`src/rtl/clock_seg_scan_pkg.sv`:
```
// Shared constants for the multiplexed 6-digit clock display: segment codes,
// digit slot indices and the separator (decimal point) mask.
package clock_seg_scan_pkg;

   typedef logic [3:0] bcd_t;
   typedef logic [2:0] dig_idx_t;

   localparam logic [7:0] SEG_BLANK = 8'hFF;
   localparam logic [7:0] SEG_DASH  = 8'hBF;
   localparam logic [6:0] SEG7_DASH = 7'h3F;
   localparam logic [5:0] AN_OFF    = 6'h3F;

   localparam dig_idx_t DIG_SEC_ONE  = 3'd0;
   localparam dig_idx_t DIG_SEC_TEN  = 3'd1;
   localparam dig_idx_t DIG_MIN_ONE  = 3'd2;
   localparam dig_idx_t DIG_MIN_TEN  = 3'd3;
   localparam dig_idx_t DIG_HOUR_ONE = 3'd4;
   localparam dig_idx_t DIG_HOUR_TEN = 3'd5;

   // Separators sit after the minutes-ones and hours-ones digits: HH.MM.SS
   localparam logic [5:0] DP_DIGIT_MASK = 6'b010100;

   // Active-low one-hot anode pattern for a digit slot.
   function automatic logic [5:0] an_select(dig_idx_t idx);
      return ~(6'd1 << idx);
   endfunction

endpackage

```
`src/rtl/clock_seg_scan_bcd_to_seg7.sv`:
```
// Combinational BCD to active-low gfedcba pattern; non-decimal codes show a dash.
module bcd_to_seg7
   import clock_seg_scan_pkg::*;
(
   input  logic [3:0] bcd,
   output logic [6:0] seg
);

   always_comb begin
      case (bcd)
         4'd0:    seg = 7'h40;
         4'd1:    seg = 7'h79;
         4'd2:    seg = 7'h24;
         4'd3:    seg = 7'h30;
         4'd4:    seg = 7'h19;
         4'd5:    seg = 7'h12;
         4'd6:    seg = 7'h02;
         4'd7:    seg = 7'h78;
         4'd8:    seg = 7'h00;
         4'd9:    seg = 7'h10;
         default: seg = SEG7_DASH;
      endcase
   end

endmodule

```
`src/rtl/clock_seg_scan.sv`:
```
// Multiplexed 6-digit common-anode display driver with frame snapshot, ghost blanking,
// leading-zero blanking and HH.MM.SS separators. Define CLOCK_SEG_BLINK_EN for set-field blink.
module clock_seg_scan
   import clock_seg_scan_pkg::*;
#(
   parameter int unsigned DIGIT_CYCLES    = 8333,
   parameter int unsigned BLANK_CYCLES    = 16,
   parameter int unsigned LEAD_ZERO_BLANK = 1,
   parameter int unsigned BLINK_CYCLES    = 12500000
) (
   input  logic       CLK,
   input  logic       RST,
   input  logic [3:0] Q_SEC_ONE,
   input  logic [3:0] Q_SEC_TEN,
   input  logic [3:0] Q_MIN_ONE,
   input  logic [3:0] Q_MIN_TEN,
   input  logic [3:0] Q_HOUR_ONE,
   input  logic [3:0] Q_HOUR_TEN,
   input  logic       SET_MODE,
   input  logic       SET_HOUR,
   output logic [7:0] SEG,
   output logic [5:0] AN
);

   localparam int PW = $clog2(DIGIT_CYCLES);

   logic [PW-1:0]   presc_q, presc_d;
   dig_idx_t        idx_q, idx_d;
   bcd_t [5:0]      frame_q, frame_d, digits_in;
   logic [7:0]      seg_q, seg_d;
   logic [5:0]      an_q, an_d;
   logic            presc_wrap, field_blink, digit_blank;
   bcd_t            cur_digit;
   logic [6:0]      cur_seg7;

   assign digits_in  = {Q_HOUR_TEN, Q_HOUR_ONE, Q_MIN_TEN, Q_MIN_ONE, Q_SEC_TEN, Q_SEC_ONE};
   assign presc_wrap = (32'(presc_q) == DIGIT_CYCLES - 1);

   always_comb begin
      presc_d = presc_q + 1'b1;
      idx_d   = idx_q;
      frame_d = frame_q;
      if (presc_wrap) begin
         presc_d = '0;
         if (idx_q == DIG_HOUR_TEN) begin
            idx_d   = DIG_SEC_ONE;
            // Capture the whole time at frame start so a frame never mixes two times.
            frame_d = digits_in;
         end else begin
            idx_d = idx_q + 3'd1;
         end
      end
   end

`ifdef CLOCK_SEG_BLINK_EN
   localparam int BW = $clog2(BLINK_CYCLES);

   logic [BW-1:0] blink_cnt_q, blink_cnt_d;
   logic          blink_q, blink_d;

   always_comb begin
      blink_cnt_d = blink_cnt_q + 1'b1;
      blink_d     = blink_q;
      if (!SET_MODE) begin
         blink_cnt_d = '0;
         blink_d     = 1'b0;
      end else if (32'(blink_cnt_q) == BLINK_CYCLES - 1) begin
         blink_cnt_d = '0;
         blink_d     = ~blink_q;
      end
   end

   always_ff @(posedge CLK or posedge RST) begin
      if (RST) begin
         blink_cnt_q <= '0;
         blink_q     <= 1'b0;
      end else begin
         blink_cnt_q <= blink_cnt_d;
         blink_q     <= blink_d;
      end
   end

   always_comb begin
      field_blink = 1'b0;
      if (SET_MODE && blink_q) begin
         if (SET_HOUR) field_blink = (idx_q == DIG_HOUR_ONE) || (idx_q == DIG_HOUR_TEN);
         else          field_blink = (idx_q == DIG_MIN_ONE) || (idx_q == DIG_MIN_TEN);
      end
   end
`else
   logic unused_blink_cfg;
   assign unused_blink_cfg = ^{SET_MODE, SET_HOUR, 32'(BLINK_CYCLES)};
   assign field_blink      = 1'b0;
`endif

   assign cur_digit = frame_q[idx_q];

   bcd_to_seg7 u_dec (
      .bcd (cur_digit),
      .seg (cur_seg7)
   );

   always_comb begin
      digit_blank = field_blink;
      if (LEAD_ZERO_BLANK != 0 && idx_q == DIG_HOUR_TEN && cur_digit == 4'd0) begin
         digit_blank = 1'b1;
      end
      if (32'(presc_q) < BLANK_CYCLES) begin
         an_d  = AN_OFF;
         seg_d = SEG_BLANK;
      end else begin
         // A blanked digit keeps its anode driven; only the segments go dark.
         an_d  = an_select(idx_q);
         seg_d = digit_blank ? SEG_BLANK : {~DP_DIGIT_MASK[idx_q], cur_seg7};
      end
   end

   always_ff @(posedge CLK or posedge RST) begin
      if (RST) begin
         presc_q <= '0;
         idx_q   <= DIG_SEC_ONE;
         frame_q <= '0;
         seg_q   <= SEG_BLANK;
         an_q    <= AN_OFF;
      end else begin
         presc_q <= presc_d;
         idx_q   <= idx_d;
         frame_q <= frame_d;
         seg_q   <= seg_d;
         an_q    <= an_d;
      end
   end

   assign SEG = seg_q;
   assign AN  = an_q;

endmodule

```
`config.mk`:
```
export PLATFORM = sky130hd
export DESIGN_NAME = clock_seg_scan
export DESIGN_NICKNAME = d
export VERILOG_FILES = /design/src/rtl/clock_seg_scan_pkg.sv /design/src/rtl/clock_seg_scan_bcd_to_seg7.sv /design/src/rtl/clock_seg_scan.sv
export SDC_FILE = /design/constraint.sdc
export NUM_CORES = 1
export LEC_CHECK = 0
export ABC_AREA = 1
export CAP_MARGIN = 10
export CORE_AREA = 2 2 100 102
export CTS_BUF_LIST = sky130_fd_sc_hd__clkbuf_16
export CTS_CLUSTER_SIZE = 28
export DETAILED_ROUTE_END_ITERATION = 10
export DIE_AREA = 0 0 102 104
export PLACE_DENSITY = 0.5
export SLEW_MARGIN = 10
export SYNTH_ARGS = -nofsm -noshare
export SYNTH_HDL_FRONTEND = slang
export SYNTH_HIERARCHICAL = 1
export SYNTH_SLANG_ARGS = --single-unit
export TNS_END_PERCENT = 100
```
`constraint.sdc`:
```
create_clock -name CLK -period 3.5 [get_ports CLK]
set_input_delay 1.05 -clock CLK [delete_from_list [all_inputs] [get_ports CLK]]
set_output_delay 1.05 -clock CLK [all_outputs]
set_load 0.01 [all_outputs]
```
* Word-level counts from Yosys, hierarchy flattened
Memory sizes are Yosys's and may differ from the RTL's.
Cells that the tools add are included.
** Word-level totals
- Bits of input ports :: 28
- Bits in read-only memories :: 120
- Register bits :: 55
- Memories :: 2
- Word-level logic and storage cells :: 33
** Operators by class
- Muxes and demuxes :: 9
- Reduce and logical (&&, ||, !) cells :: 3
- Magnitude comparators :: 2
- Shifts and indexed selects :: 1
- Equality and inequality tests :: 2
- Bitwise gates (word level) :: 2
- Add/sub/neg operators :: 2
** Memories
- (no name shown) :: words 16, width 7, read ports 1, clocked after Yosys merged registers in 0, wr ports 0, RTL line clock_seg_scan_bcd_to_seg7.sv:10 : case (bcd)
- (no name shown) :: words 8, width 1, read ports 1, clocked after Yosys merged registers in 0, wr ports 0, RTL line clock_seg_scan.sv:114 : seg_d = digit_blank ? SEG_BLANK : {~DP_DIGIT_MASK[idx_q], cur_seg7};
** Operator list (count)
- $mux W8 :: 2
- $add A14 B1 Y14 const B :: 1
- $eq A14 B14 Y1 const B :: 1
- $lt A14 B5 Y1 const B :: 1
- $mux W14 :: 1
- $bmux W4 S3 :: 1
- $mux W6 :: 1
- $not A6 Y6 :: 1
- $shl A1 B3 Y6 const A :: 1
- $logic_not A4 Y1 :: 1
- $lt A3 B4 Y1 const B :: 1
- $mux W4 :: 1
- $add A3 B1 Y3 const B :: 1
- $eq A3 B3 Y1 const B :: 1
- $mux W3 :: 1
- $mux W1 :: 2
- $reduce_and A2 Y1 :: 1
- $logic_and A1 B1 Y1 :: 1
- $not A1 Y1 :: 1

* Depth between registers and ports, before layout
Gate-level depths: netlist of the first run.
- Word-level depth :: 7
- Mapped depth :: 15
- Depth with buffers taken out :: 15

* Modules after synthesis
Netlist of the first run, hierarchy kept.
** By module, submodules not included
- clock_seg_scan :: seq. area each 1393.8 sq um, times used 1, area each 2618.8 sq um, cells an instance 317
- bcd_to_seg7 :: seq. area each 0.0 sq um, times used 1, area each 186.4 sq um, cells an instance 35

* Least setup slack after synthesis of the first run
Ideal clock, no wire load.
- Path kind :: register to register
- Start point :: register idx_q[1]
- End point :: register seg_q[3], in the netlist SEG[3]
- Stages on the path, launching flop included :: 15
- Library setup time :: 0.080 ns
- Data arrival time :: 1.976 ns
- Buffers on the path :: 2
- Period minus slack after synthesis :: 2.055 ns
- Setup slack :: 1.445 ns
- Data required time :: 3.420 ns
- Cell sequence :: dfrtp_1 -> inv_4 -> nand2_4 -> inv_2 -> nand2_4 -> buf_6 -> buf_2 -> o211ai_1 -> inv_1 -> ha_1 -> nand2_1 -> nand3_1 -> nand2_1 -> nor2_1 -> nand2_1
** On the way
- Elaborated cells between the ends (all ways) :: 9
- Classes of those cells :: 1 x eq/ne; 5 x mux; 2 x reduce/logical; 1 x memory
** RTL lines
- start, declared :: RTL line clock_seg_scan.sv:28 : dig_idx_t idx_q, idx_d;
- start signal, assigned :: RTL line clock_seg_scan.sv:127 : idx_q <= idx_d;
- $bmux W4 S3 :: RTL line clock_seg_scan.sv:96 : assign cur_digit = frame_q[idx_q];
- $mux W4 (implied by the code) :: RTL line clock_seg_scan.sv:96
- named net cur_digit[0] :: RTL line clock_seg_scan.sv:33 : bcd_t cur_digit;
- $mem_v2 Z16 W7
- named net cur_seg7[3] :: RTL line clock_seg_scan.sv:34 : logic [6:0] cur_seg7;
- $mux W8 :: RTL line clock_seg_scan.sv:114
- $mux W8 :: RTL line clock_seg_scan.sv:108 : if (32'(presc_q) < BLANK_CYCLES) begin
- named net seg_d[3] :: RTL line clock_seg_scan.sv:30 : logic [7:0] seg_q, seg_d;
- end signal, assigned :: RTL line clock_seg_scan.sv:129 : seg_q <= seg_d;
- end, declared :: RTL line clock_seg_scan.sv:30
The timed path passes the listed nets, and every way through them passes these cells. The select of a mux whose other input is x is not followed.
A chain may end at the register's enable or synchronous reset.

* Final worst setup path of the first run
- Start point :: register an_q[3], in the netlist AN[3]
- End point :: output AN[3]
** RTL lines
- start, declared :: RTL line clock_seg_scan.sv:31 : logic [5:0] an_q, an_d;
- start signal, assigned :: RTL line clock_seg_scan.sv:130 : an_q <= an_d;
- end, declared :: RTL line clock_seg_scan.sv:22 : output logic [5:0] AN
No word-level cell between the ends.

==> impl_metrics.yaml, run 1 <==
yosys:
  yosysSeqAreaShare_pct: 49.69
  netlist.area_leader.share_pct: 36.57
  yosys_warnings: 6
  synthCells: 352
  ys_top_cells_by_area: "dfrtp_1, nand2_1, dfstp_2"
  avgSynthCellArea_um2: 7.969
  synth_top_area_cell: "dfrtp_1"
  syn-num-nets: 388
  ys_ff_latch: 55
  syn_area_mm2: 0.002805
  synth_cell_types: 27
worst_setup_path:
  cp_slowest_cell: "clkdlybuf4s50_1"
  crit_cells: 1
  crit_path_max_incr_delay_ns: 0.53
  startpoint: "AN[3]$_DFF_PP1_"
  cp-end-kind: "primary output"
  r2r_start: "idx_q[0]$_DFFE_PP0N_"
  worst_ep_arrival_time_ns: 1.33
  endpoint: "AN[3]"
  cp_max_fo: 1
  ff2ff_path_depth: 12
  worstSetupPathType: "flop to primary output"
  start_kind: "flop"
  cp_top_family: "buffers and inverters"
  crit_required_ns: 2.45
  reg2reg_slack_ns: 1.21
  crit_buf_inv: 1
  path_cells: "clkdlybuf4s50_1"
  timing.rr.end: "SEG[3]$_DFF_PP1_"
die:
  die_x_um: 102
  core_mm2: 0.009549
  die_area_mm2: 0.01061
  die_height_um: 104
  ios: 42
  rows: 36
  initial_utilization_pct: 29.38
global_routing:
  grt_pass1_wl_mm: 9.784
  grt.total_usage_pct: 11.34
  grt_max_degree: 33
  overflow: 0
  grt_pass1_vias: 2179
  grt_antenna_before_repair: 0
clocking:
  worstSkewPairLatency_ns: 0.29
  cts_resized: 0
  cts.clk_slew.worst_paths_ns: 0.07
  htree_levels: 2
  numCtsBuffers: 5
  cts_hold_buf: 0
  clockBufferDepth: 2
  post_cts_buffers: 0
  clockRootBuffer: "clkbuf_16"
  clock-sinks: 55
  cts_tree: "done"
sta:
  slew_headroom_pct: 54.69
  finalSetupTns_ns: 0
  slew_violations: 0
  max_freq_mhz: 419.6
  worst_slack_ns: 1.117
  layout_min_cycle_time_ns: 2.383
  skew_ns: 0.01176
  setup_viol: 0
  tightest_slew_ns: 0.6787
  rsz0062_at_grt: "no"
  period_share_pct: 68.09
  hold_viol_final: 0
detailed_routing:
  post-route-drc-count: 0
  ant_nets: 0
  vias: 2255
  top_layer: "met4"
  dr.first_iter.drc_count: 84
  drt-total-wl_mm: 5.725
  wl_met2_mm: 2.677
  post_drt_wl_per_cell_um: 10.86
  wl_met1_mm: 2.818
  wl_met3_um: 188
  firstDrtPassIters: 4
  via_per_inst: 4.279
layout:
  area_delta_synth_final_pct: 24.35
  layout_commonest_cell: "nand2_1"
  drive_gt1_share_pct: 10.15
  num_antenna_cells: 0
  num-nets-final: 429
  final_cell_mix: "nand2_1, inv_1, dfrtp_1"
placement:
  pre_cts_slack_ns: 1.217
  dp_hpwl_mm: 4.239
  port_buffers: 39
  gp_congestion: 0.8412
min_path:
  hold_path.class: "flop to flop"
  min_from: "frame_q[13]$_DFFE_PP0P_"
job:
  drv_cap: 0
power:
  max-vdd-ir-drop_mv: 0.1669
  power.density_mw_per_mm2: 350.3
  p_leak_nw: 1.566
status:
  outcome: "complete, no violations"
## cell usage after synthesis (all sizes together)
cell    instances
nand2         123
inv            45
dfrtp          41
o21ai          34
nor2           32
nand3          21
dfstp          14
ha              8
nor3            8
xor2            8
buf             7
a21oi           4
nand4           3
o211ai          2
o22ai           1
o31ai           1
## worst min path at each step
stage                               to  cells after the start
3_3_place_gp   frame_q[21]$_DFFE_PP0P_                      2
5_1_grt        frame_q[13]$_DFFE_PP0P_                      2
6_report       frame_q[13]$_DFFE_PP0P_                      2
4_1_cts         frame_q[9]$_DFFE_PP0P_                      2
3_5_place_dp    frame_q[9]$_DFFE_PP0P_                      2
2_1_floorplan  frame_q[21]$_DFFE_PP0P_                      2
## flip-flops by register name, summed over array words and instances (netlist names)
| name | cells |
|---|---|
| presc_q | 14 |
| AN | 6 |
| SEG | 8 |
| frame_q | 24 |
| idx_q | 3 |
## metal layers
metal	vias up	global-route usage (%)
met2	39	18.84
met1	1034	15.22
met5	-	0
met3	2	2.151
met4	0	2.571
li1	1180	-
## cell families after synthesis
| family | count (synthesis) | share of synthesized area (%) |
|---|---|---|
| adder cells (fa/ha/maj) | 8 | 3.568 |
| AO/OA/AOI/OAI | 42 | 7.940 |
| XOR/XNOR | 8 | 2.498 |
| flip-flops | 55 | 49.69 |
| buffers and inverters | 52 | 7.939 |
| AND/OR/NAND/NOR | 187 | 28.37 |
## where the power goes
group	internal [mW]	switching, mW
Combinational	0.0256	0.0163
Clock	0.333	0.211
Sequential	0.636	0
Total	0.994	0.228
## worst register-to-register path: cells and delay by family (launching register included)
kind / cells / cell delay (ns)
buf+inv: 2 / 0.38
compound gates: 3 / 0.44
simple gates: 6 / 0.49
flops: 1 / 0.66
fa+ha+maj: 1 / 0.25
## cell type report
cell class,count,area [µm²]
fillers,1025,6061
well taps,133,166.4
multi-input cells,245,1189
inverters,45,171.4
repair buffers,41,405.4
clock buffers,5,125.1
clock inverters,3,37.54
flip-flops and latches,55,1394
## through the flow
step | hold slack [ns] | area (µm²) | std cells | total power [mW] | utilization, %
2_1_floorplan | 0.4491 | 2805 | 352 | 0.6568 | -
3_3_place_gp | 0.4721 | 3326 | 519 | 0.6914 | 34.83
3_5_place_dp | 0.4746 | 3326 | 519 | 0.6913 | 34.83
4_1_cts | 0.4912 | 3488 | 527 | 1.242 | 36.53
5_1_grt | 0.5199 | 3488 | 527 | 1.265 | 36.53
6_report | 0.4896 | 3488 | 527 | 1.222 | 36.53
Note: power is estimated with default switching activity, not from simulation.
==> run 2: changes to the inputs <==
--- a/config.mk
+++ b/config.mk
@@ -12,7 +12,7 @@
 export CTS_CLUSTER_SIZE = 28
 export DETAILED_ROUTE_END_ITERATION = 10
 export DIE_AREA = 0 0 102 104
-export PLACE_DENSITY = 0.5
+export PLACE_DENSITY = 0.51
 export SLEW_MARGIN = 10
 export SYNTH_ARGS = -nofsm -noshare
 export SYNTH_HDL_FRONTEND = slang
==> constraint.sdc (replaced) <==
create_clock -name CLK -period 2 [get_ports CLK]
set_input_delay 0.6 -clock CLK [delete_from_list [all_inputs] [get_ports CLK]]
set_output_delay 0.6 -clock CLK [all_outputs]
set_load 0.01 [all_outputs]
==> impl_metrics.yaml, run 2 (synthesis results as in run 1) <==
global_routing:
  grt_max_degree: 34
  grt_antenna_before_repair: 0
  grt_use_met3_pct: 2.285
  busiest_layer: "met2"
  overflow: 0
  grt_pass1_vias: 2265
  grt.total_usage_pct: 11.89
  grt_use_met2_pct: 18.61
  grt_pass1_wl_mm: 10.25
  grtUsageMet1_pct: 16.79
placement:
  dp_hpwl_mm: 4.268
  dp.cells: 529
  port_buffers: 39
  placed_area_mm2: 0.003413
  gp_congestion: 0.8303
sta:
  period_share_pct: 96.36
  slew_violations: 0
  hold_viol_final: 0
  max_freq_mhz: 518.9
  setup_viol: 0
  rsz0062_at_grt: "yes"
  layout_min_cycle_time_ns: 1.927
  finalSetupTns_ns: 0
  slew_headroom_pct: 73.03
  skew_ns: 0.01059
  tightest_slew_ns: 0.4045
worst_setup_path:
  crit_buf_inv: 1
  crit_required_ns: 1.40
  ff2ff_path_depth: 12
  path_cells: "clkdlybuf4s50_1"
  r2r_start: "idx_q[1]$_DFFE_PP0N_"
  worst_ep_arrival_time_ns: 1.33
  cp_top_family: "flip-flops"
  worstSetupPathType: "flop to primary output"
  cp_slowest_cell: "dfstp_2"
  reg2reg_slack_ns: 0.10
  crit_path_max_incr_delay_ns: 0.52
  cp_max_fo: 1
  cp-end-kind: "primary output"
  timing.rr.end: "SEG[3]$_DFF_PP1_"
  start_kind: "flop"
layout:
  top_register: "frame_q"
  fillers: 1035
  final_cells: 542
  num-nets-final: 444
  area_delta_synth_final_pct: 31.18
  final_cell_mix: "nand2_1, dfrtp_1, clkdlybuf4s50_1"
  final_area_mm2: 0.003680
  postLayoutCoreUtil_pct: 38.54
  largest_reg_flops: 24
  num_antenna_cells: 0
  layout_commonest_cell: "nand2_1"
  drive_gt1_share_pct: 16.87
clocking:
  clockBufferDepth: 2
  clockRootBuffer: "clkbuf_16"
  worstSkewPairLatency_ns: 0.29
  htree_levels: 2
  clock-sinks: 55
  numCtsBuffers: 5
  cts_tree: "done"
  cts_hold_buf: 0
  cts.clk_slew.worst_paths_ns: 0.07
detailed_routing:
  ant_nets: 0
  post-route-drc-count: 0
  via_per_inst: 4.288
  firstDrtPassIters: 4
  post_drt_wl_per_cell_um: 10.87
  drt-total-wl_mm: 5.889
  vias: 2324
  dr.first_iter.drc_count: 128
die:
  core_mm2: 0.009549
  ios: 42
  die_height_um: 104
  initial_utilization_pct: 29.38
  die_area_mm2: 0.01061
  rows: 36
  die_x_um: 102
power:
  p_leak_nw: 1.637
  power.density_mw_per_mm2: 586.1
  total_power_mw: 2.157
  max-vdd-ir-drop_mv: 0.3445
min_path:
  hold_depth: 2
  hold_path_end: "frame_q[13]$_DFFE_PP0P_"
  min_from: "frame_q[13]$_DFFE_PP0P_"
  hold_path.class: "flop to flop"
job:
  drv_cap: 0
status:
  outcome: "complete, no violations"
==> run 2: cell count changes in the layout (fill, tap and decap cells not counted), moves of 2 or more <==
cell,change
nand3_1,-2
o21ai_0,-2
nor2_1,-2
nand3_2,+2
o21ai_1,+2
inv_1,-4
buf_4,+14
nand2_1,-3
nor2_4,+2
inv_4,+2
nand2_2,+2
==> run 2: where the power goes <==
| part | leakage, nW | switching (mW) | internal, mW | total, mW |
|---|---|---|---|---|
| logic | 0.978 | 0.0275 | 0.0449 | 0.0724 |
| clock network | 0.0812 | 0.385 | 0.586 | 0.971 |
| registers | 0.578 | 0 | 1.11 | 1.11 |
| total | 1.64 | 0.412 | 1.74 | 2.16 |
==> run 2: how the worst max path moves through the flow <==
stage,startpoint,endpoint,slack [ns],cells after the start
after CTS,idx_q[0]$_DFFE_PP0N_,SEG[3]$_DFF_PP1_,0.02,12
after global routing,idx_q[1]$_DFFE_PP0N_,SEG[3]$_DFF_PP1_,-0.05,12
after floorplan,idx_q[1]$_DFFE_PP0N_,SEG[3]$_DFF_PP1_,0.005,14
final,AN[0]$_DFF_PP1_,AN[0],0.07,1
after global placement,idx_q[0]$_DFFE_PP0N_,SEG[3]$_DFF_PP1_,0.05,12
after detailed placement,idx_q[0]$_DFFE_PP0N_,SEG[3]$_DFF_PP1_,0.03,12
==> run 2: cell type report <==
class	count	area (µm²)	area share, %
repair buffers	56	530.5	14.42
inverters	45	176.4	4.794
clock buffers	5	125.1	3.400
clock inverters	3	41.29	1.122
well taps	133	166.4	4.522
flip-flops and latches	55	1395	37.91
multi-input cells	245	1245	33.83
==> run 2: stage by stage <==
step	setup slack (ns)	hold WS (ns)
after floorplan	0.005095	0.4491
after global placement	0.05449	0.4677
after detailed placement	0.03054	0.4730
after CTS	0.01604	0.4908
after global routing	-0.04710	0.5410
final	0.07288	0.4888
==> run 2: repair_timing <==
| item | in CTS | in global routing |
|---|---|---|
| resized for setup | 1 | 19 |
| pin swaps | 0 | 10 |
| setup buffers | 1 | 4 |
| cloned | 0 | 0 |
| setup endpoints to repair | 1 | 6 |
==> run 2: per-layer routing <==
layer  wire length, µm  part of all wire [%]
met4                72                   1.2
met1              2887                    49
met3               184                   3.1
met5                 0                     0
met2              2745                    47
